[src/rtl/aes_key_sched_ctrl.sv]
// AES key-expansion sequencer.
// Walks the round index and fetches SubWord results from the shared S-box over a
// req/ack handshake. It drives the combinational aes_key_xor block and streams round
// keys to the cipher core over valid/ready. Supports AES-128 (mode 00) and AES-256 (mode 10).
// Optional feature macro: AES_KEY_SCHED_CACHE_EN adds a 15-entry round-key store and a
// replay_i input that re-streams the stored keys without touching the S-box or XOR block.

module aes_key_sched_ctrl #(
  parameter int BOX_TIMEOUT = 64
) (
  input  logic         clk,
  input  logic         rst_n,
  input  logic         start_i,
  input  logic [1:0]   mode_i,
  input  logic [255:0] key_i,
`ifdef AES_KEY_SCHED_CACHE_EN
  input  logic         replay_i,
`endif
  output logic         busy_o,
  output logic         done_o,
  output logic         err_o,
  output logic         box_req_o,
  output logic         box_rot_o,
  output logic [31:0]  box_word_o,
  input  logic         box_ack_i,
  input  logic [31:0]  box_word_i,
  output logic [3:0]   xor_rd_o,
  output logic [1:0]   xor_mode_o,
  output logic [31:0]  xor_word_o,
  output logic [127:0] xor_old_key_o,
  input  logic [127:0] xor_new_key_i,
  output logic         rk_valid_o,
  input  logic         rk_ready_i,
  output logic [3:0]   rk_idx_o,
  output logic [127:0] rk_o
);

  localparam int CNT_W = $clog2(BOX_TIMEOUT + 1);
  localparam logic [CNT_W-1:0] CNT_LAST = CNT_W'(BOX_TIMEOUT - 1);

  typedef enum logic [2:0] {
    S_IDLE,
    S_LOAD,
    S_EMIT,
    S_BOXREQ,
    S_XOR,
    S_DONE,
    S_ERR
  } state_e;

  state_e         state_q, state_d;
  logic [1:0]     mode_q, mode_d;
  logic [255:0]   key_q, key_d;
  logic [3:0]     idx_q, idx_d;
  // rkCur holds rk[idx] (the key being emitted), rkPrev holds rk[idx-1].
  // Right after LOAD rkPrev parks key[127:0] so AES-256 can emit it as rk1.
  logic [127:0]   rkCur_q, rkCur_d;
  logic [127:0]   rkPrev_q, rkPrev_d;
  logic [3:0]     xorRd_q, xorRd_d;
  logic [31:0]    xorWord_q, xorWord_d;
  logic [127:0]   xorOld_q, xorOld_d;
  logic [CNT_W-1:0] boxCnt_q, boxCnt_d;

  logic           is256;
  logic [3:0]     lastIdx;
  logic           modeOk;

`ifdef AES_KEY_SCHED_CACHE_EN
  logic [127:0]   store_q [15];
  logic           storeWe;
  logic           cacheValid_q, cacheValid_d;
  logic           replay_q, replay_d;
`endif

  assign is256   = mode_q[1];
  assign lastIdx = is256 ? 4'd14 : 4'd10;
  assign modeOk  = (mode_i == 2'b00) || (mode_i == 2'b10);

  assign xor_rd_o      = xorRd_q;
  assign xor_mode_o    = mode_q;
  assign xor_word_o    = xorWord_q;
  assign xor_old_key_o = xorOld_q;
  assign rk_idx_o      = idx_q;

`ifdef AES_KEY_SCHED_CACHE_EN
  assign rk_o = replay_q ? store_q[idx_q] : rkCur_q;
`else
  assign rk_o = rkCur_q;
`endif

  // FSM state register; reset drops any run in progress immediately.
  always_ff @(posedge clk or negedge rst_n) begin
    if (!rst_n) begin
      state_q <= S_IDLE;
    end else begin
      state_q <= state_d;
    end
  end

  // Datapath registers: captured mode/key, round-key history and the held XOR inputs.
  always_ff @(posedge clk or negedge rst_n) begin
    if (!rst_n) begin
      mode_q    <= 2'b00;
      key_q     <= '0;
      idx_q     <= '0;
      rkCur_q   <= '0;
      rkPrev_q  <= '0;
      xorRd_q   <= '0;
      xorWord_q <= '0;
      xorOld_q  <= '0;
      boxCnt_q  <= '0;
    end else begin
      mode_q    <= mode_d;
      key_q     <= key_d;
      idx_q     <= idx_d;
      rkCur_q   <= rkCur_d;
      rkPrev_q  <= rkPrev_d;
      xorRd_q   <= xorRd_d;
      xorWord_q <= xorWord_d;
      xorOld_q  <= xorOld_d;
      boxCnt_q  <= boxCnt_d;
    end
  end

`ifdef AES_KEY_SCHED_CACHE_EN
  // Cache bookkeeping: validity of the stored stream and whether EMIT is replaying it.
  always_ff @(posedge clk or negedge rst_n) begin
    if (!rst_n) begin
      cacheValid_q <= 1'b0;
      replay_q     <= 1'b0;
    end else begin
      cacheValid_q <= cacheValid_d;
      replay_q     <= replay_d;
    end
  end

  // Round-key store, written with each freshly generated key as the consumer accepts it.
  always_ff @(posedge clk) begin
    if (storeWe) begin
      store_q[idx_q] <= rkCur_q;
    end
  end
`endif

  // Next-state and Moore outputs; every register holds unless a state updates it.
  always_comb begin
    state_d    = state_q;
    mode_d     = mode_q;
    key_d      = key_q;
    idx_d      = idx_q;
    rkCur_d    = rkCur_q;
    rkPrev_d   = rkPrev_q;
    xorRd_d    = xorRd_q;
    xorWord_d  = xorWord_q;
    xorOld_d   = xorOld_q;
    boxCnt_d   = boxCnt_q;
    busy_o     = 1'b0;
    done_o     = 1'b0;
    err_o      = 1'b0;
    box_req_o  = 1'b0;
    box_rot_o  = 1'b0;
    box_word_o = '0;
    rk_valid_o = 1'b0;
`ifdef AES_KEY_SCHED_CACHE_EN
    storeWe      = 1'b0;
    cacheValid_d = cacheValid_q;
    replay_d     = replay_q;
`endif

    case (state_q)
      S_IDLE: begin
        if (start_i) begin
`ifdef AES_KEY_SCHED_CACHE_EN
          cacheValid_d = 1'b0;
`endif
          if (modeOk) begin
            mode_d  = mode_i;
            key_d   = key_i;
            state_d = S_LOAD;
          end else begin
            state_d = S_ERR;
          end
        end
`ifdef AES_KEY_SCHED_CACHE_EN
        else if (replay_i) begin
          if (cacheValid_q) begin
            replay_d = 1'b1;
            idx_d    = 4'd0;
            state_d  = S_EMIT;
          end else begin
            state_d = S_ERR;
          end
        end
`endif
      end

      S_LOAD: begin
        busy_o   = 1'b1;
        rkCur_d  = key_q[255:128];
        rkPrev_d = key_q[127:0];
        idx_d    = 4'd0;
        state_d  = S_EMIT;
      end

      S_EMIT: begin
        busy_o     = 1'b1;
        rk_valid_o = 1'b1;
        if (rk_ready_i) begin
`ifdef AES_KEY_SCHED_CACHE_EN
          storeWe = !replay_q;
`endif
          if (idx_q == lastIdx) begin
            state_d = S_DONE;
          end
`ifdef AES_KEY_SCHED_CACHE_EN
          else if (replay_q) begin
            idx_d = idx_q + 4'd1;
          end
`endif
          else if (is256 && (idx_q == 4'd0)) begin
            rkCur_d  = rkPrev_q;
            rkPrev_d = rkCur_q;
            idx_d    = 4'd1;
          end else begin
            boxCnt_d = '0;
            state_d  = S_BOXREQ;
          end
        end
      end

      S_BOXREQ: begin
        busy_o     = 1'b1;
        box_req_o  = 1'b1;
        box_word_o = rkCur_q[31:0];
        box_rot_o  = !is256 || idx_q[0];
        if (box_ack_i) begin
          xorWord_d = box_word_i;
          xorRd_d   = idx_q + 4'd1;
          xorOld_d  = is256 ? rkPrev_q : rkCur_q;
          state_d   = S_XOR;
        end else if (boxCnt_q == CNT_LAST) begin
          state_d = S_ERR;
        end else begin
          boxCnt_d = boxCnt_q + CNT_W'(1);
        end
      end

      S_XOR: begin
        busy_o   = 1'b1;
        rkPrev_d = rkCur_q;
        rkCur_d  = xor_new_key_i;
        idx_d    = xorRd_q;
        state_d  = S_EMIT;
      end

      S_DONE: begin
        busy_o  = 1'b1;
        done_o  = 1'b1;
        state_d = S_IDLE;
`ifdef AES_KEY_SCHED_CACHE_EN
        cacheValid_d = 1'b1;
        replay_d     = 1'b0;
`endif
      end

      S_ERR: begin
        err_o   = 1'b1;
        state_d = S_IDLE;
`ifdef AES_KEY_SCHED_CACHE_EN
        replay_d = 1'b0;
`endif
      end

      default: begin
        state_d = S_IDLE;
      end
    endcase
  end

endmodule

[config.mk]
export PLATFORM = sky130hd
export DESIGN_NAME = aes_key_sched_ctrl
export DESIGN_NICKNAME = d
export VERILOG_FILES = /design/src/rtl/aes_key_sched_ctrl.sv
export SDC_FILE = /design/constraint.sdc
export NUM_CORES = 1
export LEC_CHECK = 0
export BUFFER_PORTS_ARGS = -buffer_cell sky130_fd_sc_hd__buf_2
export CORE_AREA = 2 2 297 299
export CTS_CLUSTER_DIAMETER = 120
export DETAILED_ROUTE_END_ITERATION = 8
export DIE_AREA = 0 0 299 301
export MAX_ROUTING_LAYER = met4
export PLACE_DENSITY = 0.68
export SYNTH_ARGS = -nofsm -noshare
export SYNTH_HDL_FRONTEND = slang
export SYNTH_SLANG_ARGS = --single-unit
export TNS_END_PERCENT = 10
[constraint.sdc]
create_clock -name clk -period 5.6 [get_ports clk]
set_input_delay 0.84 -clock clk [delete_from_list [all_inputs] [get_ports clk]]
set_output_delay 0.84 -clock clk [all_outputs]
set_load 0.05 [all_outputs]
# == Word-level counts from Yosys, hierarchy flattened ==
# Cells that the tools add are included.
# word_totals
reg_bits,692
output_inout_bits,336
word_cells,81
# classes
n_addsub,2
eq_ne,18
n_mux,35
reduce_logical,16
# ops
operator,count
two-way mux 128 bit,7
case mux 128 bit (3 select lines),2
two-way mux 7 bit,5
two-way mux 32 bit,1
two-way mux 3 bit,8
inequality test 2 bit (second input constant),7
case mux 7 bit (2 select lines),1
two-way mux 4 bit,3
case mux 3 bit (4 select lines),1
case mux 4 bit (3 select lines),1
== test 3 bit (second input constant),3
AND reduction 4 bit,2
adder 7 x 1 -> 7 bit (second input constant),1
== test 7 x 6 -> 1 bit (second input constant),1
== test 3 x 2 -> 1 bit (second input constant),2
two-way mux 1 bit,6
inequality test 3 bit (second input constant),2
AND reduction 6 bit,1
OR reduction 5 bit,1
adder 4 x 1 -> 4 bit (second input constant),1
== test 4 bit,1
logical NOT 4 bit,1
== test 3 x 1 -> 1 bit (second input constant),1
logical NOT 3 bit,1
10 further kinds,11

# == Logic depth before layout (Yosys ltp) ==
# Gate-level depths: netlist (run 1).
# depth
depth_word,6
mapped_depth,10
ltp_nobuf,6

# == Worst setup path after synthesis (run 1) ==
# OpenSTA, ideal clock, no wires.
# synth_timing
path_kind,register to register
startpoint,register state_q[2]
endpoint,register boxCnt_q[1]
setup_time_ns,0.144
arrival_time_ns,2.722
required_time_ns,5.456
slack_ns,2.733
path_stages_with_launch,7
n_path_buf,2
cell_sequence,dfrtp_1 buf_2 buf_2 nor3b_1 o21ai_0 o21ai_1 o22ai_1
# synth_via
elab_chain_len,3
# synth_rtl
element,line_no,rtl
start: declaration,51,"state_e state_q, state_d;"
start signal: assignment,96,state_q <= state_d;
== test 3 x 2 -> 1 bit,170,case (state_q)
inequality test 2 bit (no line) / nonzero test 2 bit (equally long branches),--,
AND reduction 6 bit (no line),--,
end signal: assignment,121,boxCnt_q <= boxCnt_d;
end: declaration,62,"logic [CNT_W-1:0] boxCnt_q, boxCnt_d;"
# Parallel ways exist; a longest one is shown, timed or not.
# A chain may end at the register's enable or synchronous reset.

# == Worst setup path after layout (run 1) ==
# layout_timing
startpoint,register state_q[1]
endpoint,output busy_o
# layout_via
elab_chain_len,3
# layout_rtl
element,line_no,rtl
== test 3 x 2 -> 1 bit (tied with other cells),170,
OR reduction 5 bit (no line) (*),--,
two-way mux 1 bit (*),170,
end: declaration,19,"output logic busy_o,"
# Mark *: on every way between the ends. The rest lies on a longest branch, timed or not.

==> results of run 1 <==
## cell usage after synthesis, types with 2 or more instances
cell,n,share of area
dfrtp_1,692,0.50
mux2_2,456,0.15
o21ai_0,263,0.038
mux2_4,219,0.095
nand2_1,141,0.015
nor3_1,131,0.019
mux2i_1,129,0.037
nor2b_1,129,0.023
o21bai_1,129,0.028
o311a_1,128,0.037
clkbuf_1,121,0.013
buf_2,74,0.011
and2_1,33,0.0060
buf_6,25,0.0082
buf_1,13,0.0014
inv_1,11,0.0012
nand3_1,9,0.0013
buf_4,7,0.0015
nor2_1,7,0.00076
a21oi_1,4,0.00058
ha_1,4,0.0015
a31oi_1,3,0.00054
nand2b_1,3,0.00054
o21ai_1,3,0.00044
a32o_1,2,0.00058
o22ai_1,2,0.00036
o31ai_1,2,0.00044
xor2_1,2,0.00051
## placed cells by master (no fill, tap or decap), types with 16 or more instances in the layout
master / instances
buf_12: 16
o21ai_0: 263
clkbuf_1: 17
nor2b_1: 129
mux2_4: 219
o311a_1: 128
diode_2: 50
mux2_2: 456
dfrtp_1: 688
nand2_1: 140
clkbuf_8: 16
clkbuf_16: 80
buf_2: 757
and2_1: 33
mux2i_1: 129
o21bai_1: 129
buf_4: 33
nor3_1: 131
## how the worst max path moves through the flow
stage	from	endpoint	slack [ns]	cells past startpoint
global placement	state_q[1]	rkPrev_q[35]	2.17	6
finish	state_q[1]	busy_o	1.85	5
detailed placement	state_q[1]	rkPrev_q[22]	2.15	6
floorplan	state_q[2]	boxCnt_q[1]	2.73	6
global route	state_q[1]	busy_o	1.64	5
CTS	state_q[1]	busy_o	1.74	5
## routing by layer
metal  wire [um]  track usage  share of wire
met1       44100        0.292           0.43
met2       48900        0.358           0.47
met3        8080       0.0653          0.078
met4        2350       0.0714          0.023
met5           0            -              0
## sequential cells by signal, indices dropped and copies added, names as in the netlist
| name | count |
|---|---|
| boxCnt_q | 7 |
| state_q | 3 |
| xor_rd_o | 4 |
| rk_idx_o | 4 |
| rkPrev_q | 128 |
| key_q | 256 |
| xor_word_o | 32 |
| rk_o | 128 |
| xor_mode_o | 2 |
| xor_old_key_o | 128 |
## worst max-delay path, delay by kind of cell (launching register included)
kind,cells,cell delay (ns)
buffers and inverters,2,0.91
flip-flops,1,0.73
AO/OA/AOI/OAI,1,0.35
AND/OR/NAND/NOR,2,0.26
## power by group
group          switching (W)  total [W]  internal [W]
combinational        0.00916     0.0160       0.00687
clock                0.00214    0.00517       0.00303
sequential           0.00216    0.00962       0.00746
total                 0.0135     0.0308        0.0174
## metrics by stage
| stage | power, W | area, um2 | setup WS, ns | instances |
|---|---|---|---|---|
| after detailed placement | 0.0257 | 39200 | 2.15 | 4484 |
| final | 0.0308 | 41800 | 1.85 | 4675 |
| after floorplan | 0.0217 | 34500 | 2.73 | 2762 |
| after CTS | 0.0310 | 41700 | 1.74 | 4625 |
| after global routing | 0.0324 | 41800 | 1.64 | 4672 |
| after global placement | 0.0254 | 39200 | 2.17 | 4484 |
## kinds of logic after synthesis
| group | after synthesis | synth area share |
|---|---|---|
| flops | 692 | 0.502 |
| compound gates | 545 | 0.109 |
| simple gates | 463 | 0.0691 |
| xor+xnor | 3 | 0.000762 |
| buf+inv | 251 | 0.0362 |
| mux | 804 | 0.282 |
| fa+ha+maj | 4 | 0.00145 |
## layout make-up
| cell class | instances | area (um2) | area share |
|---|---|---|---|
| sequential | 692 | 17300 | 0.414 |
| multi-input combinational | 1819 | 16000 | 0.381 |
| timing repair buffer | 807 | 4370 | 0.104 |
| clock buffer | 113 | 2290 | 0.0546 |
| tap | 1155 | 1450 | 0.0345 |
| clock inverter | 28 | 280 | 0.00670 |
| antenna | 50 | 125 | 0.00299 |
| inverter | 11 | 41.3 | 0.000987 |
==> results.py, run 1 <==
metrics = {
    "run_status": {
        "status": "finished clean",
    },
    "clock_tree": {
        "cts_tree": "yes",
        "cts_setup_buffers": 0,
        "path_clk_slew_ns": 0.06,
        "cts_hold_buf": 0,
        "cts_resized": 0,
        "clk-insertion-delay-late_ns": 0.64,
        "htree_levels": 3,
        "clk_path_buf_depth": 3,
        "cts_inserted_buffers": 78,
        "cts_sinks": 692,
        "cts-root-buf": "clkbuf_16",
    },
    "detailed_routing": {
        "viasPerCell": 5.35,
        "wirelength_um": 103000,
        "drc": 0,
        "drt_iter0_drc": 1417,
        "wl_per_cell_um": 22.1,
        "drt-pass1-iter-count": 5,
        "vias": 24989,
        "drtAntennaViolNets": 0,
    },
    "floorplan": {
        "start_util": 0.399,
        "core_area_mm2": 0.0865,
        "dieArea_mm2": 0.0900,
        "dieWidth_um": 299,
        "pin_count": 759,
        "die_y_um": 301,
        "core.rowCount": 108,
    },
    "final_layout": {
        "area_growth_pct": 21.3,
        "nNetsFinal": 3836,
        "final_util": 0.484,
        "drive_gt1_frac": 0.467,
        "n_fill_cell": 7832,
    },
    "setup_path": {
        "slowest_delay_ns": 0.73,
        "crit_arrival_ns": 2.91,
        "slowest_stage": "dfrtp_4",
        "r2r_start": "state_q[1]",
        "startpoint_type": "flip-flop",
        "r2r_end": "rkPrev_q[32]",
        "cp.required_ns": 4.76,
        "path_max_fanout": 58,
        "crit_type": "flip-flop to output pin",
        "reg2reg_slack_ns": 2.21,
        "worstRegToRegCells": 6,
        "end_kind": "output pin",
        "path_cells": "buf_4 -> or2_1 -> nor2_1 -> a21oi_1 -> buf_2",
    },
    "timing": {
        "skew_ns": 0.0182,
        "min_period_ns": 3.75,
        "rsz0062_at_grt": "false",
        "tightest_slew_ns": 1.25,
        "fin_setup_tns_ns": 0,
        "relSlewSlack": 0.166,
        "max_freq_mhz": 267,
        "finalSetupViolCount": 0,
        "drv_slew": 0,
        "hold_viol": 0,
        "hold_slack_ns": 0.254,
        "fin_crit_sh": 0.670,
    },
    "yosys": {
        "synth-seq-area-share": 0.502,
        "syn_inst": 2762,
        "synthesis.area_mm2": 0.0345,
        "async_flop_share": 1.00,
        "synth.net_count": 3189,
        "synth_flop_cell": "dfrtp_1",
        "avgSynthCellArea_um2": 12.5,
        "synth_edf_count": 0,
        "yosysWarnings": 0,
        "ys_seq_elements": 692,
        "synth_cell_type_count": 48,
    },
    "global_routing": {
        "grt_pass1_vias": 25490,
        "grt_max_degree": 149,
        "gr-total-overflow": 0,
        "grt_usage": 0.231,
        "antenna_found_initial": 48,
        "grt_pass1_wl_um": 156000,
    },
    "place": {
        "routabilityCongestion": 0.830,
        "dp_hpwl_um": 68100,
        "io_buffers": 758,
    },
    "worst_hold_path": {
        "hp-class": "input pin to async pin",
    },
    "power": {
        "irDropWorstVdd_mv": 0.426,
        "p_per_area_mw_per_mm2": 736,
        "leakagePower_nw": 19.8,
    },
    "run": {
        "maxCapViolCount": 0,
    },
}
Note: power is estimated with default switching activity, not from simulation.
==> inputs of run 2 (changes only) <==
Settings changed: PLACE_DENSITY 0.68 to 0.7.
Clock period 5.6 ns to 3 ns, I/O delays scaled along.
==> run 2 against run 1 <==
Against the previous run: the run now ends with DRC left; cell count about the same; hold slack worse by 0.20 ns; clock power up 87%; non-clock buffer count up 31; largest power group unchanged; highest routed layer unchanged.
==> results.py, run 2 (synthesized netlist as in run 1, its figures left out) <==
metrics = {
    "timing": {
        "fin_crit_sh": 0.958,
        "min_period_ns": 2.87,
        "hold_slack_ns": 0.0550,
        "fin_setup_tns_ns": 0,
        "finalSetupViolCount": 0,
        "drv_slew": 0,
        "skew_ns": 0.0198,
        "hold_viol": 0,
        "rsz0062_at_grt": "false",
        "relSlewSlack": 0.374,
        "max_freq_mhz": 348,
        "tightest_slew_ns": 0.939,
    },
    "power": {
        "irDropWorstVdd_mv": 0.881,
        "comb_power_share": 0.524,
        "swShare": 0.437,
        "p_per_area_mw_per_mm2": 1370,
        "p_switching_w": 0.0254,
        "leakagePower_nw": 20.0,
        "clockPowerShare": 0.167,
        "internal_power_w": 0.0326,
        "seqPwrFrac": 0.309,
    },
    "global_routing": {
        "gr-total-overflow": 0,
        "grt_pass1_wl_um": 159000,
        "grt_usage": 0.235,
        "antenna_found_initial": 23,
        "grt_max_degree": 133,
        "grt_pass1_vias": 25532,
    },
    "final_layout": {
        "nNetsFinal": 3869,
        "area_growth_pct": 22.4,
        "mostFrequentLayoutCells": "buf_2 (755), dfrtp_1 (688), mux2_2 (456)",
        "top_register": "key_q",
        "largest_reg_flops": 256,
        "stdcell_count": 4677,
        "final_common_cell": "buf_2",
        "drive_gt1_frac": 0.470,
    },
    "clock_tree": {
        "cts_inserted_buffers": 80,
        "clk-insertion-delay-late_ns": 0.62,
        "cts_sinks": 692,
        "cts_setup_buffers": 0,
        "cts_tree": "yes",
        "cts-root-buf": "clkbuf_16",
        "htree_levels": 3,
        "clk_path_buf_depth": 3,
        "path_clk_slew_ns": 0.06,
    },
    "floorplan": {
        "dieWidth_um": 299,
        "start_util": 0.399,
        "core.rowCount": 108,
        "die_y_um": 301,
        "core_area_mm2": 0.0865,
        "dieArea_mm2": 0.0900,
        "pin_count": 759,
    },
    "run_status": {
        "violations": "DRC",
        "status": "complete, but fails checks",
    },
    "setup_path": {
        "cpLargestDelayFamily": "buffers and inverters",
        "crit_arrival_ns": 2.42,
        "reg2reg_slack_ns": 0.38,
        "slowest_stage": "dfrtp_4",
        "cpMostUsedCell": "buf_4",
        "worstRegToRegCells": 8,
        "critPathLaunch": "state_q[1]",
        "end_kind": "output pin",
        "slowest_delay_ns": 0.54,
        "crit_type": "flip-flop to output pin",
        "timing.critical_path.buf_inv": 3,
        "path_max_fanout": 63,
        "r2r_end": "rkPrev_q[99]",
        "path_depth": 4,
        "r2r_start": "rk_idx_o[0]",
        "path_cells": "buf_16 -> buf_4 -> nor3b_4 -> buf_4",
        "cp.required_ns": 2.55,
        "startpoint_type": "flip-flop",
        "critPathCapture": "rk_valid_o",
    },
    "worst_hold_path": {
        "whs_path_depth": 2,
        "hp-class": "input pin to flip-flop",
    },
    "detailed_routing": {
        "wl_per_cell_um": 22.6,
        "drc": 6,
        "drt_iter0_drc": 1785,
        "wirelength_um": 106000,
        "viasPerCell": 5.44,
        "vias": 25460,
        "drtAntennaViolNets": 0,
        "drt-pass1-iter-count": 7,
    },
    "place": {
        "dp.cells": 4511,
        "dp_hpwl_um": 70900,
        "io_buffers": 758,
        "routabilityCongestion": 0.858,
    },
    "run": {
        "maxCapViolCount": 0,
    },
}
==> run 2: cell count changes in the layout (fill, tap and decap cells not counted), sizes merged <==
cell,change
dlygate4sd3,+4
clkinvlp,+2
clkinv,-5
buf,+27
diode,-29
clkbuf,+1
inv,+2
==> run 2: worst reg2reg max path: stages (launching register included) <==
cell	delay, ns
dfrtp_1	0.44
inv_1	0.12
ha_1	0.15
nand4bb_1	0.16
nor3_2	0.17
o31a_2	0.21
buf_12	0.30
buf_12	0.49
mux2_4	0.46
==> run 2: power by group through the flow <==
stage                     Combinational, W  Clock (W)  Sequential (W)
after floorplan                     0.0176          0          0.0229
after global placement              0.0298          0          0.0178
after detailed placement            0.0303          0          0.0179
after CTS                           0.0305    0.00988          0.0178
after global routing                0.0321     0.0103          0.0184
final                               0.0304    0.00969          0.0179
==> run 2: final cells by class <==
cell class                 count  area, um2
inverter                      11       41.3
sequential                   692      17300
clock buffer                 114       2290
tap                         1155       1450
antenna                       21       52.6
timing repair buffer         838       4800
fill                        7740      44300
clock inverter                27        279
multi-input combinational   1819      16000
==> run 2: metrics by stage <==
step / instance area, um2 / worst slack (ns) / total power (W) / utilization
4_1_cts: 42100 / 0.0187 / 0.0582 / 0.487
6_report: 42200 / 0.127 / 0.0580 / 0.488
5_1_grt: 42200 / 0.0116 / 0.0609 / 0.488
3_3_place_gp: 39500 / 0.383 / 0.0476 / 0.457
3_5_place_dp: 39500 / 0.311 / 0.0482 / 0.457
2_1_floorplan: 34500 / 0.133 / 0.0406 / -
==> run 2: layer usage <==
layer | global-route usage | part of all wire
met1 | 0.309 | 0.43
met2 | 0.369 | 0.48
met3 | 0.0441 | 0.067
met4 | 0.0690 | 0.023
met5 | - | 0
==> run 2: worst min-delay path by stage <==
stage	slack (ns)	start	end
6_report	0.05	key_i[63]	key_q[63]
5_1_grt	0.01	key_i[71]	key_q[71]
4_1_cts	0.0005	key_i[150]	key_q[150]
3_5_place_dp	0.47	xor_old_key_o[102]	xor_old_key_o[102]
3_3_place_gp	0.46	xor_old_key_o[95]	xor_old_key_o[95]
2_1_floorplan	0.15	rst_n	boxCnt_q[0]
==> run 2: repair_timing <==
action	4_1_cts	5_1_grt
hold buffers	4	0
gates resized for setup	2	2
endpoints found under the setup margin	1	1
hold endpoints to repair	59	0
